### config.mk
export PLATFORM = sky130hd
export DESIGN_NAME = nonce_scheduler
export DESIGN_NICKNAME = d
export VERILOG_FILES = /design/src/rtl/sha_pkg.sv /design/src/rtl/nonce_splice.sv /design/src/rtl/nonce_scheduler.sv
export SDC_FILE = /design/constraint.sdc
export NUM_CORES = 2
export LEC_CHECK = 0
export CAP_MARGIN = 10
export CORE_AREA = 2 2 759 761
export CTS_BUF_LIST = sky130_fd_sc_hd__clkbuf_4 sky130_fd_sc_hd__clkbuf_8
export CTS_CLUSTER_DIAMETER = 120
export DETAILED_ROUTE_END_ITERATION = 6
export DIE_AREA = 0 0 761 763
export HOLD_SLACK_MARGIN = 0.08
export PLACE_DENSITY_LB_ADDON = 0.08
export SLEW_MARGIN = 20
export SYNTH_ARGS = -nofsm -noshare
export SYNTH_HDL_FRONTEND = slang
export SYNTH_SLANG_ARGS = --single-unit
### constraint.sdc
create_clock -name clk -period 5.5 [get_ports clk]
set_input_delay 1.1 -clock clk [delete_from_list [all_inputs] [get_ports clk]]
set_output_delay 1.1 -clock clk [all_outputs]
set_load 0.02 [all_outputs]
### src/rtl/sha_pkg.sv
// Shared constants, digest type and scheduler state encoding for the
// nonce scheduler and its splice helper.
package sha_pkg;

  localparam int BLK_W     = 512;
  localparam int HASH_W    = 256;
  localparam int NONCE_LSB = 384;

  typedef logic [HASH_W-1:0] digest_t;

  typedef enum logic [2:0] {
    S_IDLE    = 3'd0,
    S_ISSUE   = 3'd1,
    S_WAIT    = 3'd2,
    S_CHECK   = 3'd3,
    S_FOUND   = 3'd4,
    S_EXHAUST = 3'd5,
    S_DRAIN   = 3'd6
  } sched_state_e;

endpackage

### src/rtl/nonce_splice.sv
// Combinational insertion of a 32-bit nonce into a block template.
// The template's own nonce field content is discarded.
module nonce_splice
  import sha_pkg::*;
#(
  parameter int BLK_W     = sha_pkg::BLK_W,
  parameter int NONCE_LSB = sha_pkg::NONCE_LSB
) (
  input  logic [BLK_W-1:0] tmpl,
  input  logic [31:0]      nonce,
  output logic [BLK_W-1:0] block
);

  // Copy the template, then overwrite the nonce word.
  always_comb begin
    block = tmpl;
    block[NONCE_LSB +: 32] = nonce;
  end

endmodule

### src/rtl/nonce_scheduler.sv
// Sweeps a nonce window through the SHA-256 core one hash at a time and
// reports the first digest below target, or exhaustion of the window.
//
// Core handshake: sha_start is a one-cycle pulse; sha_block is held stable
// from that pulse until sha_done. sha_hash is only valid with sha_done.
// The core is never restarted until it has returned sha_done, so an abort
// while a hash is in flight parks in DRAIN until the result is discarded.
module nonce_scheduler
  import sha_pkg::*;
#(
  parameter int BLK_W     = sha_pkg::BLK_W,
  parameter int HASH_W    = sha_pkg::HASH_W,
  parameter int NONCE_LSB = sha_pkg::NONCE_LSB
) (
  input  logic              clk,
  input  logic              reset,
  input  logic              cfg_valid,
  input  logic [BLK_W-1:0]  cfg_block,
  input  logic [31:0]       cfg_nonce_start,
  input  logic [31:0]       cfg_nonce_end,
  input  logic [HASH_W-1:0] cfg_target,
  input  logic              abort,
  input  logic              result_ack,
  output logic              sha_start,
  output logic [BLK_W-1:0]  sha_block,
  input  logic [HASH_W-1:0] sha_hash,
  input  logic              sha_done,
  output logic              busy,
  output logic              found,
  output logic              exhausted,
  output logic [31:0]       found_nonce,
  output logic [HASH_W-1:0] found_hash,
  output logic [31:0]       hash_count,
  output logic [2:0]        dbg_state
);

  sched_state_e      state, state_nx;
  logic [BLK_W-1:0]  tmpl_r;
  logic [31:0]       nonce_r;
  logic [31:0]       end_r;
  logic [HASH_W-1:0] target_r;
  logic [HASH_W-1:0] hash_reg;
  logic              hit;
  logic [BLK_W-1:0]  splice_tmpl;
  logic [BLK_W-1:0]  splice_out;
  logic [31:0]       splice_nonce;

  assign hit = (hash_reg < target_r);

  // The block is built for the nonce about to be issued: the fresh config
  // when launching from IDLE, otherwise the latched template and nonce + 1.
  assign splice_tmpl  = (state == S_IDLE) ? cfg_block       : tmpl_r;
  assign splice_nonce = (state == S_IDLE) ? cfg_nonce_start : nonce_r + 32'd1;

  nonce_splice #(
    .BLK_W     (BLK_W),
    .NONCE_LSB (NONCE_LSB)
  ) u_splice (
    .tmpl  (splice_tmpl),
    .nonce (splice_nonce),
    .block (splice_out)
  );

  // Next-state logic; abort has priority over every other event.
  always_comb begin
    state_nx = state;
    case (state)
      S_IDLE:    if (cfg_valid) state_nx = S_ISSUE;
      S_ISSUE:   state_nx = abort ? S_DRAIN : S_WAIT;
      S_WAIT: begin
        if (abort)         state_nx = sha_done ? S_IDLE : S_DRAIN;
        else if (sha_done) state_nx = S_CHECK;
      end
      S_CHECK: begin
        if (abort)                 state_nx = S_IDLE;
        else if (hit)              state_nx = S_FOUND;
        else if (nonce_r == end_r) state_nx = S_EXHAUST;
        else                       state_nx = S_ISSUE;
      end
      S_FOUND, S_EXHAUST: if (abort || result_ack) state_nx = S_IDLE;
      S_DRAIN:   if (sha_done) state_nx = S_IDLE;
      default:   state_nx = S_IDLE;
    endcase
  end

  // State, job registers, core block and result registers.
  always_ff @(posedge clk) begin
    if (reset) begin
      state       <= S_IDLE;
      tmpl_r      <= '0;
      nonce_r     <= '0;
      end_r       <= '0;
      target_r    <= '0;
      hash_reg    <= '0;
      sha_block   <= '0;
      found_nonce <= '0;
      found_hash  <= '0;
      hash_count  <= '0;
    end else begin
      state <= state_nx;
      if (state_nx == S_ISSUE) sha_block <= splice_out;
      case (state)
        S_IDLE: begin
          if (cfg_valid) begin
            tmpl_r     <= cfg_block;
            end_r      <= cfg_nonce_end;
            target_r   <= cfg_target;
            nonce_r    <= cfg_nonce_start;
            hash_count <= '0;
          end
        end
        S_WAIT: begin
          if (state_nx == S_CHECK) begin
            hash_reg   <= sha_hash;
            hash_count <= hash_count + 32'd1;
          end
        end
        S_CHECK: begin
          if (state_nx == S_FOUND) begin
            found_nonce <= nonce_r;
            found_hash  <= hash_reg;
          end
          if (state_nx == S_ISSUE) nonce_r <= nonce_r + 32'd1;
        end
        default: ;
      endcase
    end
  end

  assign sha_start = (state == S_ISSUE);
  assign busy      = (state != S_IDLE);
  assign found     = (state == S_FOUND);
  assign exhausted = (state == S_EXHAUST);
  assign dbg_state = state;

endmodule

==> results.yml <==
worst_setup_path:
  slowest_delay_ps: 680
  critPathMaxFanout: 31
  critPathKind: "flip-flop to flip-flop"
  end_kind: "flip-flop"
  reg2reg_depth: 13
  regToRegEndpoint: "nonce_r[10]"
  r2r-start: "hash_reg[37]"
  critPathArrivalTime_ps: 6140
  required_ps: 6460
  endpoint: "nonce_r[10]"
  worstSetupStartpoint: "hash_reg[37]"
  cp-start-kind: "flip-flop"
  ff2ff_setup_slack_ps: 310
  cp_slowest_cell: "a2111o_2"
  crit_top_cell: "buf_4"
  crit_chain: "ha_1, nand4_1, or4_4, or4_1, a31oi_4, o41ai_1, a2111o_2, a2111oi_4, buf_4, buf_12, buf_4, o22ai_1, a32o_1"
sta:
  fmaxAchievable_mhz: 193
  tightest_slew_ps: 1120
  fin_ws_ps: 312
  hold_violations: 0
  period_needed_ps: 5190
  slew_headroom_pct: 23.0
  setup_viol: 0
  drv_slew: 0
  finClkSkew_ps: 128
  fin_crit_sh_pct: 94.3
  fin_tns_setup_ps: 0
  rsz0062_at_grt: "false"
  hold_ws_ps: 450
power:
  combinationalPowerShare_pct: 21.7
  power_frac_clock_pct: 40.5
  switching_share_pct: 32.7
  ir_drop_v: 0.000180
  power.leakage_nw: 41.5
  p_switching_w: 0.0135
  p_int_w: 0.0277
  power_density_nw_per_um2: 355
  seqPwrFrac_pct: 37.8
outcome:
  outcome: "completed"
logic_synthesis:
  ys_ff_latch: 1891
  ys_seq_area_share_pct: 48.0
  ys.warnings.count: 0
  synth-edff-count: 0
  postSynthAreaPerCell_um2: 8.22
  synth-xor-area-share_pct: 0.699
  synth-simple-area-share_pct: 17.5
  synth_fa_ha_area_share_pct: 4.07
  syn_inst: 9606
  netlist_area_um2: 78900
  synthMuxAreaShare_pct: 6.16
  synth_flop_cell: "dfxtp_1"
  synth_fp_nets: 11000
  async_flop_share_pct: 0
  yosysUniqueCellTypes: 61
  synth_compound_area_share_pct: 18.1
  synth_top_family_by_area: "compound AO/OA/AOI/OAI gates"
cts:
  clockRootBuffer: "clkbuf_8"
  htree_levels: 5
  cts_tree: "built"
  cts_buffer_depth: 4
  cts_buffers: 406
  clock_latency_ps: 1160
  cts.sinks: 1891
  clkTransAtPathRegs_ps: 50
  hold_buffers: 0
detailed_routing:
  vias_per_cell: 4.05
  vias: 78000
  firstDrtPassIters: 7
  ant_nets: 0
  post_drt_wl_per_cell_um: 26.5
  dr.first_iter.drc_count: 4164
  drc: 0
  wirelength_um: 511000
global_route:
  antenna_found_initial: 304
  grt_pass1_wl_um: 684000
  track_usage_pct: 16.7
  grt_pass1_vias: 78200
  grt_start_max_net_pins: 159
  grt_overflow: 0
placement:
  place_hpwl_um: 385000
  place_congestion: 0.827
  place_ws_ps: -599
  port_buffers: 1900
flow_run:
  drv_cap: 0
final_layout:
  top_regs: "sha_block (512), tmpl_r (480)"
  largest_reg_flops: 512
  nets: 12700
  area_growth_pct: 46.9
  drive_gt1_share_pct: 8.38
  regMostFlops: "sha_block"
  utilization_pct: 20.3
floorplanning:
  pin_count: 1933
  fp.coreArea_um2: 572000
  start_util_pct: 13.8
  die_w_um: 761
  dieArea_um2: 581000
  rows: 278
  die_y_um: 763
worst_hold_path:
  hp-class: "flip-flop to flip-flop"
cell families (layout without fill, tap and decap cells):
group | Yosys count | count (layout)
muxes | 486 | 486
AOI/OAI and AO/OA | 2516 | 2516
other | 0 | 77
adders and majority gates | 257 | 257
xor gates and xnor gates | 63 | 63
buffers and inverters | 1108 | 3118
and+or+nand+nor | 3285 | 3285
DFF | 1891 | 1891
Yosys cell counts (3+ instances only):
master / instances / area (µm²)
a221oi_1: 7 / 61.3
buf_4: 11 / 82.6
buf_2: 93 / 465
nor2b_1: 6 / 37.5
o32ai_1: 9 / 78.8
o31a_1: 4 / 35.0
nor3_1: 511 / 2560
and3_1: 18 / 113
buf_1: 35 / 131
a221o_1: 5 / 50.1
and4_1: 9 / 78.8
xnor2_1: 38 / 333
or4_1: 4 / 30.0
dfxtp_1: 1891 / 37900
nor4_1: 12 / 75.1
a21o_1: 25 / 188
nand3_1: 373 / 1870
a311oi_1: 14 / 123
mux2i_1: 485 / 4850
a2111oi_0: 5 / 43.8
a22oi_1: 9 / 67.6
o21ai_0: 400 / 2000
nand3b_1: 3 / 22.5
nand2b_1: 8 / 50.1
a2111o_1: 4 / 45.0
nand2_1: 2186 / 8210
inv_1: 277 / 1040
o211ai_1: 10 / 75.1
xor2_1: 25 / 219
a31oi_1: 17 / 106
nand4_1: 71 / 444
ha_1: 257 / 3220
and2_1: 5 / 31.3
nor2_1: 71 / 267
clkbuf_1: 690 / 2590
a21oi_1: 1483 / 7420
a211oi_1: 499 / 3750
a211o_1: 4 / 35.0
through the flow:
stage                     cell area (µm²)  instances  total power, W
final                              116000      19300          0.0411
after global routing               116000      19200          0.0433
after floorplan                     78900       9606          0.0200
after detailed placement           107000      18500          0.0250
after CTS                          116000      19200          0.0423
after global placement             107000      18500          0.0250
area by class of cell:
type / instances / area [µm²]
repair buffers: 2136 / 21900
well taps: 7560 / 9460
inverters: 278 / 1040
multi-input cells: 6607 / 36900
clock buffers: 665 / 8110
clock inverters: 39 / 445
flip-flops and latches: 1891 / 37900
diodes: 77 / 193
fillers: 63500 / 456000
power by group through the flow:
stage | registers (W) | logic (W) | clock network (W)
2_1_floorplan | 0.0163 | 0.00369 | 0
3_3_place_gp | 0.0158 | 0.00915 | 0
3_5_place_dp | 0.0158 | 0.00919 | 0
4_1_cts | 0.0156 | 0.00923 | 0.0175
5_1_grt | 0.0157 | 0.00964 | 0.0180
6_report | 0.0156 | 0.00893 | 0.0167
layout by cell type, fill, tap and decap left out, drive strengths merged, types with 9 or more instances in the layout:
cell           count
nand2           2186
clkdlybuf4s50   1899
dfxtp           1891
a21oi           1483
clkbuf           665
nor3             511
a211oi           499
mux2i            485
o21ai            400
nand3            373
inv              291
ha               257
buf              237
diode             77
nand4             71
nor2              71
xnor2             38
a21o              25
xor2              25
clkinv            19
and3              18
a31oi             17
a311oi            14
nor4              12
o211ai            10
and4               9
a22oi              9
o32ai              9
worst min-delay path by stage:
stage | endpoint | cells after the start | start
floorplan | tmpl_r[0] | 2 | tmpl_r[0]
global placement | tmpl_r[327] | 2 | tmpl_r[327]
detailed placement | tmpl_r[266] | 2 | tmpl_r[266]
CTS | hash_reg[61] | 3 | sha_hash[61]
global route | hash_reg[82] | 3 | sha_hash[82]
finish | tmpl_r[480] | 2 | tmpl_r[480]
timing repair:
item                                    in CTS  in global routing
endpoints found under the setup margin     630                  0
resized for setup                            4                  0
buffers inserted                             1                  0
routing by layer:
layer | share of wire, % | GRT usage [%]
met1 | 38 | 18.1
met2 | 49 | 29.5
met3 | 9.9 | 7.32
met4 | 3.2 | 4.96
met5 | 0.25 | 0
critical path: cells and delay by family, from the launching register on:
kind	cells	cell delay, ps
flops	1	440
compound gates	6	1870
simple gates	3	1450
fa+ha+maj	1	380
buf+inv	3	780
Note: power is estimated with default switching activity, not from simulation.
